File: src/rtl/serial_adder_pkg.sv
// Shared types and sizing helpers for the bit-serial adder stage.
package serial_adder_pkg;

    localparam int WIDTH_DEFAULT = 8;

    typedef enum logic [1:0] {
        IDLE  = 2'd0,
        SHIFT = 2'd1,
        DONE  = 2'd2
    } state_t;

    // Counter must be able to hold WIDTH so it never wraps mid-operation.
    function automatic int cnt_width(input int w);
        return $clog2(w + 1);
    endfunction

endpackage

File: src/rtl/full_adder_bit.sv
// Combinational one-bit full-adder cell driven by the serial adder controller.
module full_adder_bit (
    input  logic a,
    input  logic b,
    input  logic cin,
    output logic sum,
    output logic cout
);

    assign sum  = a ^ b ^ cin;
    assign cout = (a & b) | (a & cin) | (b & cin);

endmodule

File: src/rtl/serial_adder_ctrl.sv
// Bit-serial adder: LSB-first through one full-adder cell, carry recirculated in a flop.
// Define SERIAL_ADDER_B2B_EN to allow a new operand set to be accepted in the DONE cycle.
//
// state | meaning
// IDLE  | waiting for an operand handshake
// SHIFT | one bit pair per edge through the full-adder cell
// DONE  | result presented, held until out_ready
module serial_adder_ctrl
    import serial_adder_pkg::*;
#(
    parameter int WIDTH = WIDTH_DEFAULT
) (
    input  logic             clk,
    input  logic             rst_n,
    input  logic             in_valid,
    output logic             in_ready,
    input  logic [WIDTH-1:0] a_in,
    input  logic [WIDTH-1:0] b_in,
    input  logic             cin_in,
    output logic             out_valid,
    input  logic             out_ready,
    output logic [WIDTH-1:0] sum_out,
    output logic             cout_out,
    output logic             busy
);

    localparam int CNT_W = cnt_width(WIDTH);

    state_t           state, state_nx;
    logic [WIDTH-1:0] a_sh, b_sh, sum_sh, sum_nx;
    logic             carry;
    logic [CNT_W-1:0] cnt;
    logic             fa_sum, fa_cout;
    logic             load, last;

    full_adder_bit u_fa (
        .a    (a_sh[0]),
        .b    (b_sh[0]),
        .cin  (carry),
        .sum  (fa_sum),
        .cout (fa_cout)
    );

    // Concatenate-then-shift keeps the WIDTH=1 case free of reversed slices.
    assign sum_nx = WIDTH'({fa_sum, sum_sh} >> 1);
    assign last   = (cnt == CNT_W'(WIDTH - 1));

`ifdef SERIAL_ADDER_B2B_EN
    assign in_ready = (state == IDLE) || ((state == DONE) && out_ready);
`else
    assign in_ready = (state == IDLE);
`endif

    assign out_valid = (state == DONE);
    assign busy      = (state != IDLE);
    assign load      = in_valid && in_ready;

    always_ff @(posedge clk or negedge rst_n) begin
        if (!rst_n) begin
            state <= IDLE;
        end else begin
            state <= state_nx;
        end
    end

    always_comb begin
        state_nx = state;
        case (state)
            IDLE:    if (load) state_nx = SHIFT;
            SHIFT:   if (last) state_nx = DONE;
            DONE: begin
                if (load)           state_nx = SHIFT;
                else if (out_ready) state_nx = IDLE;
            end
            default: state_nx = IDLE;
        endcase
    end

    always_ff @(posedge clk or negedge rst_n) begin
        if (!rst_n) begin
            a_sh     <= '0;
            b_sh     <= '0;
            sum_sh   <= '0;
            carry    <= 1'b0;
            cnt      <= '0;
            sum_out  <= '0;
            cout_out <= 1'b0;
        end else if (load) begin
            a_sh   <= a_in;
            b_sh   <= b_in;
            sum_sh <= '0;
            carry  <= cin_in;
            cnt    <= '0;
        end else if (state == SHIFT) begin
            a_sh   <= a_sh >> 1;
            b_sh   <= b_sh >> 1;
            sum_sh <= sum_nx;
            carry  <= fa_cout;
            cnt    <= cnt + CNT_W'(1);
            if (last) begin
                sum_out  <= sum_nx;
                cout_out <= fa_cout;
            end
        end
    end

endmodule

File: config.mk
export PLATFORM = sky130hd
export DESIGN_NAME = serial_adder_ctrl
export DESIGN_NICKNAME = d
export VERILOG_FILES = /design/src/rtl/serial_adder_pkg.sv /design/src/rtl/full_adder_bit.sv /design/src/rtl/serial_adder_ctrl.sv
export SDC_FILE = /design/constraint.sdc
export NUM_CORES = 1
export LEC_CHECK = 0
export ABC_AREA = 1
export BUFFER_PORTS_ARGS = -buffer_cell sky130_fd_sc_hd__buf_2
export CORE_ASPECT_RATIO = 1.5
export CORE_MARGIN = 1.5
export CORE_UTILIZATION = 53
export CTS_CLUSTER_DIAMETER = 40
export DETAILED_ROUTE_END_ITERATION = 6
export PLACE_DENSITY = 0.78
export SLEW_MARGIN = 10
export SYNTH_ARGS = -nofsm -noshare
export SYNTH_HDL_FRONTEND = slang
export SYNTH_HIERARCHICAL = 1
export SYNTH_SLANG_ARGS = --single-unit
File: constraint.sdc
create_clock -name clk -period 1.65 [get_ports clk]
set_input_delay 0.0825 -clock clk [delete_from_list [all_inputs] [get_ports clk]]
set_output_delay 0.0825 -clock clk [all_outputs]
set_load 0.01 [all_outputs]
* Yosys cells after proc, flatten, opt, wreduce, memory -nomap -nowiden
Cells that the tools add are included.
Storage, ports and cells: word-level logic and storage cells 44, input port bits 21, bits in registers 40
Cells by class: bitwise gates (word level) 8, multiplexer cells 15, equal/unequal tests 6, add/subtract/negate cells 1, reductions and logical operators 6
Operator list (number):
- 8-bit two-way mux | 6
- 2-bit two-way mux | 4
- 4-bit two-way mux | 2
- 2-bit case mux with 3 select lines | 1
- 3-bit AND reduction | 2
- 4-bit by 1-bit adder with 4-bit output, second input constant | 1
- 4-bit by 3-bit equality test with 1-bit output, second input constant | 1
- 2-bit nonzero test | 2
- 1-bit AND | 3
- 3-bit by 1-bit inequality test with 1-bit output, second input constant | 1
- 2-bit by 1-bit equality test with 1-bit output, second input constant | 1
- 2-bit equality test, second input constant | 1
- 2-bit zero test | 1
- 1-bit two-way mux | 2
- 2-bit by 1-bit inequality test with 1-bit output, second input constant | 1
- 2-bit inequality test, second input constant | 1
- 1-bit OR | 2
- 1-bit bitwise XOR | 2
- 1-bit logical AND | 1
- 1-bit NOT | 1

* Depth between registers and ports, before layout
Gate-level depths: netlist (run 1).
depth in word-level cells 5, depth in mapped cells 7, gate-level depth less buffers 7

* Cells and area by module
Netlist (run 1), hierarchy kept.
By module, submodules not included:
- serial_adder_ctrl | cells an instance 185, instances 1, area each 1645.3 um^2, seq. area each 975.9 um^2
- full_adder_bit | cells an instance 1, instances 1, area each 20.0 um^2, seq. area each 0.0 um^2

* Least setup slack after synthesis (run 1)
No wires, ideal clock.
path type reg2reg, start reg cnt[0], end reg cout_out, path buffers 1, setup slack 0.444 ns, library setup time 0.117 ns, cell stages (with the launch flop) 8, data required time 1.533 ns, arrival time 1.090 ns, cells stage by stage dfrtp_1 > ha_1 > nand2_1 > nor2_2 > nand2_4 > buf_6 > nand2_1 > nand2_1
Between the ends: cells in the longest elaborated chain, start to end 2
RTL lines:
- from (decl) | RTL line serial_adder_ctrl.sv:32 | logic [CNT_W-1:0] cnt;
- from (signal assigned) | RTL line serial_adder_ctrl.sv:99 | cnt <= cnt + CNT_W'(1);
- 4-bit by 3-bit equality test with 1-bit output | RTL line serial_adder_ctrl.sv:46 | assign last = (cnt == CNT_W'(WIDTH - 1));
- 3-bit AND reduction (no source line)
- to (signal assigned) | RTL line serial_adder_ctrl.sv:102 | cout_out <= fa_cout;
- to (decl) | RTL line serial_adder_ctrl.sv:23 | output logic cout_out,
Every way passes these cells. A chain may end at the register's enable or synchronous reset.

* Worst setup path in the final report (run 1)
start reg cnt[0], end reg sum_out[3]
Between the ends: cells in the longest elaborated chain, start to end 2
RTL lines:
- 4-bit by 3-bit equality test with 1-bit output | RTL line serial_adder_ctrl.sv:46
- 3-bit AND reduction (no source line)
- to (signal assigned) | RTL line serial_adder_ctrl.sv:101 | sum_out <= sum_nx;
- to (decl) | RTL line serial_adder_ctrl.sv:22 | output logic [WIDTH-1:0] sum_out,
Every way passes these cells.

==> impl_results.md, run 1 <==
* Busiest grt layer: met2
* Main combinational cell family by area after synthesis: simple AND/OR/NAND/NOR gates
* Yosys warning count at 6
* Gr ovfl total at 0
* Endpoints failing hold at 0
* Worst hold margin at 0.001951 ns
* Via count at 1320
* Seq/Total Area, Yosys at 58.60%
* Core area at between 0.002 and 0.003 sq mm
* Area grow syn2layout at 20.51%
* Layout Skew at 0.007108 ns
* Compound-Gate Fraction of Synth Area at 7.663%
* Pwr per Cell Area at 1664 mW/mm^2
* Vias in the first global route at 1310
* Port bufs at 32
* Leak at 1.056 nW
* Relative slew slack at 68.37%
* Outcome: completed
* Net count after synthesis at 209
* Minimum clock period at ~1.3 ns
* Max Freq at approximately 740 MHz
* Crit path capture type: flop
* Syn_area_per_cell at 8.953 sq um
* Setup-failing EPs final at 0
* Placed cells at approximately 250
* Hold Crit Class: in -> reg
* Largest net degree at the start of global routing at 40
* DRT iter0 DRCs at 41
* Mapped cell area at about 0.0017 sq mm
* Count leader, synth: nand2_1
* Post-Synth Adder-Cell Area at 1.953%
* Dpl ws at 0.3154 ns
* Most used DFF post-synth: dfrtp_1
* Peak VDD IR at approximately 830 uV
* TritonRoute pass-1 iters at 4
* Async set-reset flop share out of synthesis at 100.0%
* Synth top cells by count: nand2_1, dfrtp_1, nand3_1, inv_1, o21ai_0
* Initial antenna violation count at 0
* # rows at 24
* Total Wirelength at 3117 microns
* Synth top area share at 58.60%
* M3 GR Usage at 5.000%
* Distinct cell type count after synthesis at 18
* Area leader, netlist: dfrtp_1
* TritonCTS clock tree: done
* CTS Buf Count at 5
* Max_cap viols at 0
* Die height at around 72 microns
* DRC at 0
* CTS Root Cell: clkbuf_8
* Multiplexer area fraction after synthesis at 0%
* Period utilization at 81.70%
* CP cell instances: ha_1 > nand2_1 > nor2_2 > nand2_4 > nand2_1 > o21ai_2
* Layout fillers at around 260
* Final Slew Violations at 0
* Worst slew pin tran at 0.4745 ns
* M1 GR Usage at 22.11%
* Crit path max fanout at 17
* Skew-Pair Late Insertion Delay at between 0.2 and 0.3 ns
* Starting density of the core at 56.59%
* CP max stage delay at 0.39 ns
* Slowest-stage cell, CP: dfrtp_1
* Final ANT Viol Nets at 0
* CTS Buffer Depth at 2
* Post-synth EDFFs at 0
* Routed wire per std cell at roughly 12 microns
* Fraction of final layout cells sized beyond drive strength 1 at between 20% and 30%
* Vias/cell at 4.907
* XOR/XNOR Fraction of Synth Area at 0%
* Post_cts resized at 0
* Die X at 48.77 microns
* Clock transition at path regs at about 0.07 ns
* RSZ-0062 raised after global routing: no
* WS Path Type: reg -> reg
* Antenna cell count at 0
* Global Route Usage Sum at 21.00%
* Yosys reg bits at 39
* Crit path DAT at 1.52 ns
* H-tree lvl count at 2
* Most used cell along the critical path: nand2_1
* First-pass GRT wire length at around 5500 microns
* Clock Sinks at 39
* Post-synthesis simple-gate area fraction at 26.37%
* Final setup TNS at 0 ns
* GR Layer Usage met2 at 38.66%
* Final std cells w/o fill at 269
* Ranking of synthesized cells by area: dfrtp_1, nand2_1, nand3_1, o21ai_2, o21ai_0
* Synth Instances at around 190
* Detailed placement HPWL at 2213 microns
* Critical path required time at 1.83 ns
* Setup ws final at 0.3019 ns
* DIE AREA at 0.003494 sq mm
* Startpoint types: flop
* GP Congestion at 0.7746
* Final #Nets at 252
* IO Pins at 33
==> worst paths after layout <==
check / start / end / slack (ns) / depth (start not counted)
setup / recovery: cnt[0]$_DFFE_PN0P_ / sum_out[3]$_DFFE_PN0P_ / 0.30 / 6
hold / removal: b_in[4] / b_sh[4]$_DFFE_PN0P_ / 0.002 / 3
setup reg to reg: cnt[0]$_DFFE_PN0P_ / sum_out[3]$_DFFE_PN0P_ / 0.30 / 6
hold reg to reg: sum_out[2]$_DFFE_PN0P_ / sum_out[2]$_DFFE_PN0P_ / 0.48 / 2
max in group asynchronous: rst_n / b_sh[2]$_DFFE_PN0P_ / 0.93 / 3
min in group asynchronous: rst_n / sum_out[6]$_DFFE_PN0P_ / 0.38 / 3
==> placed cells by master, fill, tap and decap left out <==
cell           count
clkinv_2           1
ha_1               1
nor2_2             2
buf_2             32
clkbuf_8           5
o21ai_1            1
nand2_1           82
o21ai_0            9
o31ai_1            1
nand2_4            1
dfrtp_1           39
nand3_1           18
nand2_2            1
buf_4              3
o21ai_2            8
dlygate4sd3_1      7
nor2_1             3
clkbuf_1           2
fa_1               1
inv_2              2
inv_1             11
==> metal layers <==
metal / share of wire (%) / up-vias
met4: 2.3 / 0
li1: - / 668
met5: 0 / -
met2: 53 / 29
met3: 3.7 / 6
met1: 41 / 617
==> cell type report <==
type / count / area [sq um] / area share (%)
Sequential cell: 39 / 975.9 / 48.63
Multi-Input combinational cell: 128 / 599.3 / 29.86
Timing Repair Buffer: 42 / 252.7 / 12.59
Clock buffer: 7 / 76.32 / 3.803
Inverter: 13 / 48.80 / 2.431
Tap cell: 39 / 48.80 / 2.431
Clock inverter: 1 / 5.005 / 0.2494
==> per-stage QoR <==
| stage | utilization, % | area, sq um | total power, W |
|---|---|---|---|
| after CTS | 68.20 | 2007 | 0.003391 |
| after floorplan | - | 1665 | 0.002392 |
| after global routing | 68.20 | 2007 | 0.003604 |
| after global placement | 63.05 | 1856 | 0.002689 |
| after detailed placement | 63.05 | 1856 | 0.002763 |
| final | 68.20 | 2007 | 0.003339 |
==> cell families after synthesis <==
| family | after synthesis |
|---|---|
| buffers and inverters | 19 |
| AO/OA/AOI/OAI | 19 |
| AND/OR/NAND/NOR | 107 |
| flip-flops | 39 |
| adder cells (fa/ha/maj) | 2 |
==> flip-flops by register name (all words and copies together) (netlist names) <==
| name | count |
|---|---|
| sum_out | 8 |
| cout_out | 1 |
| cnt | 4 |
| state | 2 |
| b_sh | 8 |
| a_sh | 8 |
| carry | 1 |
| sum_sh | 7 |
==> timing repair <==
item | 4_1_cts | 5_1_grt
endpoints found under the hold margin | 45 | 0
hold buffers | 7 | 0
buffers inserted | 0 | 0
==> report_power, final <==
part | internal, W | switching [W] | leakage (nW) | total (W)
logic | 0.000439 | 0.000724 | 0.506 | 0.00116
clock network | 0.000296 | 0.000307 | 0.0422 | 0.000603
registers | 0.00134 | 0.000237 | 0.508 | 0.00157
==> worst max-delay path: cells and delay by family, from the launching register on <==
kind / cells / cell delay, ns
flops: 1 / 0.39
fa+ha+maj: 1 / 0.18
simple gates: 4 / 0.60
compound gates: 1 / 0.06
(Power assumes the default switching activity.)
==> run 2, diff against run 1 <==
CORE_UTILIZATION = 48   (was 53)
PLACE_DENSITY = 0.75   (was 0.78)
clock period = 1.2 ns   (was 1.65 ns; I/O delays follow)
==> impl_results.md, run 2 (synthesized netlist as in run 1, its figures left out) <==
* Crit path DAT at 1.36 ns
* Pwr per Cell Area at 2206 mW/mm^2
* Period utilization at a little over nine tenths
* Minimum clock period at 1.174 ns
* Die X at 51.10 microns
* Skew-Pair Late Insertion Delay at between 0.2 and 0.3 ns
* Peak VDD IR at 1564 uV
* DIE AREA at 0.003839 sq mm
* Finished Cell Area at 0.002255 sq mm
* Outcome: completed
* Fraction of final layout cells sized beyond drive strength 1 at between 20% and 30%
* CTS Buf Count at 5
* Relative slew slack at 83.35%
* TritonRoute pass-1 iters at 4
* Largest net degree at the start of global routing at 40
* Placed cell areas at between 0.0015 and 0.002 sq mm
* Vias/cell at 4.814
* Starting density of the core at about half
* RSZ-0062 raised after global routing: yes
* Worst slew pin tran at 0.2477 ns
* Critical path required time at 1.39 ns
* Vias in the first global route at 1328
* Area grow syn2layout at 35.39%
* Layout Skew at 0.003283 ns
* Leak at 1.149 nW
* Endpoints failing hold at 0
* Crit path max fanout at 17
* DRC at 0
* FF-to-FF path depth at 6
* DRT iter0 DRCs at 45
* CTS Root Cell: clkbuf_8
* Regs by FF count: a_sh (8), b_sh (8), sum_out (8)
* Antenna cell count at 0
* Final #Nets at between 200 and 300
* Hold Crit Class: in -> reg
* First-pass GRT wire length at between 5000 and 6000 microns
* Initial antenna violation count at 0
* Final Slew Violations at 0
* Max Freq at around 850 MHz
* Max_cap viols at 0
* Commonest non-fill, non-tap cell in the layout: nand2_1
* Routed wire per std cell at 11.27 microns
* Hold depth at 4
* Setup-failing EPs final at 0
* Total Wirelength at 3281 microns
* TritonCTS clock tree: done
* Clock transition at path regs at about 0.070 ns
* Clock Sinks at 39
* Most frequent cells in the layout: nand2_1, dfrtp_1, buf_2, dlygate4sd3_1, nand3_1
* Core area at 0.003351 sq mm
* Power Total at 0.004974 W
* Die height at 75.14 microns
* IO Pins at 33
* CTS Buffer Depth at 2
* GP Congestion at approximately 0.7
* Via count at 1401
* Detailed placement HPWL at 2046 microns
* Port bufs at 32
* Gr ovfl total at 0
* H-tree lvl count at 2
* Final ANT Viol Nets at 0
* Startpoint types: flop
* Crit path capture type: flop
* Global Route Usage Sum at between 20 and 25%
* WS Path Type: reg -> reg
* # rows at 26
## run 2: per-stage QoR
stage	hold slack (ns)	worst slack, ns	setup TNS, ns	util [%]	cells
final	0.2380	0.02608	0	67.29	291
after global routing	0.2404	-0.04812	-0.2654	67.29	291
after CTS	0.1890	0.002599	0	67.10	292
after detailed placement	0.04044	-0.01985	-0.05814	58.33	264
after global placement	0.04602	0.02897	0	58.33	264
after floorplan	-0.2356	0.02265	0	-	186
## run 2: worst max-delay path: stages, from the launching register on
cell and delay, ns:
dfrtp_1 0.36, ha_2 0.19, nand2_2 0.07, nor2_4 0.16
nand2_8 0.12, nand2_1 0.10, o21ai_2 0.06
## run 2: power by group
group / total (W) / leakage [nW] / switching (W) / internal, W
Combinational: 0.00198 / 0.600 / 0.00110 / 0.000871
Clock: 0.000862 / 0.0412 / 0.000457 / 0.000406
Sequential: 0.00214 / 0.508 / 0.000301 / 0.00184
## run 2: final cells by class
class	instances	area [sq um]
Clock inverter	2	12.51
Timing Repair Buffer	61	466.7
Clock buffer	6	72.57
Tap cell	42	52.55
Multi-Input combinational cell	128	620.6
Inverter	13	53.80
Sequential cell	39	975.9
Fill cell	279	1096
## run 2: final timing paths
| path | startpoint | end | slack [ns] |
|---|---|---|---|
| min reg2reg | sum_out[0]$_DFFE_PN0P_ | sum_out[0]$_DFFE_PN0P_ | 0.48 |
| max reg2reg | cnt[1]$_DFFE_PN0P_ | sum_out[4]$_DFFE_PN0P_ | 0.03 |
| min | in_valid | state[0]$_DFFE_PN0P_ | 0.24 |
| min in group asynchronous | rst_n | cnt[2]$_DFFE_PN0P_ | 0.25 |
| max | cnt[1]$_DFFE_PN0P_ | sum_out[4]$_DFFE_PN0P_ | 0.03 |
| max in group asynchronous | rst_n | sum_out[1]$_DFFE_PN0P_ | 0.76 |
## run 2: repair_timing
| action | in CTS | in global routing |
|---|---|---|
| hold buffers | 19 | 0 |
| hold endpoints to repair | 57 | 0 |
| buffers inserted | 1 | 0 |
| gates resized for setup | 3 | 8 |
| endpoints found under the setup margin | 9 | 31 |
| pin swaps | 2 | 4 |
## run 2: routing by layer
| layer | up-vias | track usage (%) | wire [microns] |
|---|---|---|---|
| met5 | - | 0 | 0 |
| met4 | 0 | 10.21 | 66 |
| met3 | 7 | 6.548 | 137 |
| met2 | 32 | 35.79 | 1663 |
| met1 | 656 | 20.82 | 1413 |
| li1 | 706 | - | - |
==> run 3, diff against run 2 <==
CELL_PAD_IN_SITES_DETAIL_PLACEMENT = 1   (was unset)
CELL_PAD_IN_SITES_GLOBAL_PLACEMENT = 1   (was unset)
CORE_UTILIZATION = 36   (was 48)
==> impl_results.md, run 3 (synthesized netlist as in run 1, its figures left out) <==
* Outcome: complete, but fails checks
* Failing checks: negative setup slack
* Skew-Pair Late Insertion Delay at 0.30 ns
* FF-to-FF path depth at 5
* Max Freq at 826.5 MHz
* CTS Buffer Depth at 2
* Routed wire per std cell at between 10 and 15 microns
* Core area at 0.004467 sq mm
* Reg2Reg Capture Point: a_sh[1]$_DFFE_PN0P_
* Crit path max fanout at 4
* Clock Sinks at 39
* Final #Nets at between 200 and 300
* Area grow syn2layout at 45.15%
* Relative slew slack at 82.91%
* R2r setup slk at 0 ns
* Commonest non-fill, non-tap cell in the layout: nand2_1
* Port bufs at 32
* Max_cap viols at 0
* Hold worst-path end: cnt[1]$_DFFE_PN0P_
* H-tree lvl count at 2
* Final ANT Viol Nets at 0
* Critical path required time at 1.14 ns
* First-pass GRT wire length at roughly 7000 microns
* Layout Skew at 0.009916 ns
* Endpoints failing hold at 0
* Via count at 1486
* Hold path start: in_valid
* Setup ws final at -0.009925 ns
* Largest net degree at the start of global routing at 40
* TritonRoute pass-1 iters at 4
* RSZ-0062 raised after global routing: yes
* Period utilization at 100.8%
* Power Total at 0.005702 W
* Peak VDD IR at about 1100 uV
* Pwr per Cell Area at 2359 mW/mm^2
* Placed cells at 270
* Total Wirelength at 4244 microns
* Final Slew Violations at 0
* CTS Root Cell: clkbuf_8
* Regs by FF count: a_sh (8), b_sh (8), sum_out (8)
* DRC at 0
* WS Path Type: reg -> out
* Die X at just under 60 microns
* Clock transition at path regs at approximately 0.080 ns
* Starting density of the core at 37.28%
* Crit path DAT at 1.15 ns
* Antenna cell count at 0
* Dpl ws at -0.01937 ns
* Initial antenna violation count at 0
* Worst reg2reg startpoint: state[0]$_DFFE_PN0P_
* Hold Crit Class: in -> reg
* GP Congestion at 0.7097
* Hold depth at 5
* Setup-failing EPs final at 3
* DIE AREA at 0.005052 sq mm
* Crit path capture type: primary output
* Final Util at 54.12%
* Most frequent cells in the layout: nand2_1, dfrtp_1, buf_2, dlygate4sd3_1, nand3_1
* Fraction of final layout cells sized beyond drive strength 1 at 34.92%
* Leak at 1.234 nW
* Detailed placement HPWL at 2411 microns
* Startpoint types: flop
* Gr ovfl total at 0
* DRT iter0 DRCs at 35
* # rows at 30
* Die height at 86.30 microns
* CTS Buf Count at 5
* IO Pins at 33
* TritonCTS clock tree: done
* Vias/cell at 4.953
* Worst slew pin tran at 0.2554 ns
* Final std cells w/o fill at 300
* Vias in the first global route at 1616
* Minimum clock period at 1.210 ns
* Global Route Usage Sum at 17.61%
* Final setup TNS at -0.01273 ns
* Layout fillers at 513
-- run 3: changes by cell type in the layout (fill, tap and decap cells not counted), moves of 2 or more --
| cell | before | now |
|---|---|---|
| buf_6 | 1 | 3 |
| nand2_1 | 81 | 72 |
| nand2_2 | 2 | 10 |
| nand3_1 | 18 | 13 |
| nand3_2 | 0 | 5 |
| o21ai_0 | 8 | 1 |
| o21ai_1 | 2 | 9 |
-- run 3: metrics by stage --
stage	area (sq um)	hold WS, ns
2_1_floorplan	1670	-0.2356
3_3_place_gp	1962	0.04863
3_5_place_dp	1962	0.04746
4_1_cts	2287	0.2017
5_1_grt	2417	0.2729
6_report	2417	0.2528
-- run 3: worst max path at each step --
stage	from	end	slack, ns
5_1_grt	state[0]$_DFFE_PN0P_	busy	-0.06
2_1_floorplan	cnt[0]$_DFFE_PN0P_	state[1]$_DFFE_PN0P_	0.02
6_report	state[0]$_DFFE_PN0P_	busy	-0.01
3_3_place_gp	a_sh[0]$_DFFE_PN0P_	sum_sh[7]$_DFFE_PN0P_	0.03
3_5_place_dp	a_sh[0]$_DFFE_PN0P_	sum_sh[7]$_DFFE_PN0P_	-0.02
4_1_cts	state[0]$_DFFE_PN0P_	busy	-0.008
-- run 3: routing by layer --
layer	wire, microns	global-route usage, %	up-vias
met4	66	6.977	0
met2	2319	32.18	29
met1	1750	19.34	736
met3	107	3.582	7
li1	-	-	714
met5	0	0	-
-- run 3: power by group --
part / switching [W] / total (W) / leakage (nW) / internal [W]
clock: 0.000501 / 0.00118 / 0.0618 / 0.000684
sequential: 0.000346 / 0.00218 / 0.507 / 0.00184
combinational: 0.00129 / 0.00233 / 0.665 / 0.00105
total: 0.00213 / 0.00570 / 1.23 / 0.00357
-- run 3: what timing repair did --
action | 4_1_cts | 5_1_grt
gates cloned | 0 | 2
setup buffers | 0 | 1
endpoints found under the setup margin | 8 | 41
hold buffers | 19 | 0
resized for setup | 6 | 32
endpoints found under the hold margin | 57 | 0
pin swaps | 3 | 6
-- run 3: worst max-delay path: stages, from the launching register on --
cell and delay, ns:
dfrtp_2 0.44, nor2_2 0.14, buf_4 0.13, inv_2 0.02, buf_2 0.12
-- run 3: cell type report --
| class | instances | area (sq um) | share of cell area (%) |
|---|---|---|---|
| tap | 48 | 60.06 | 2.484 |
| inverter | 13 | 53.80 | 2.226 |
| clock buffer | 6 | 82.58 | 3.416 |
| timing repair buffer | 64 | 514.2 | 21.27 |
| sequential | 39 | 977.2 | 40.42 |
| multi-input combinational | 128 | 690.7 | 28.57 |
| clock inverter | 2 | 38.79 | 1.605 |
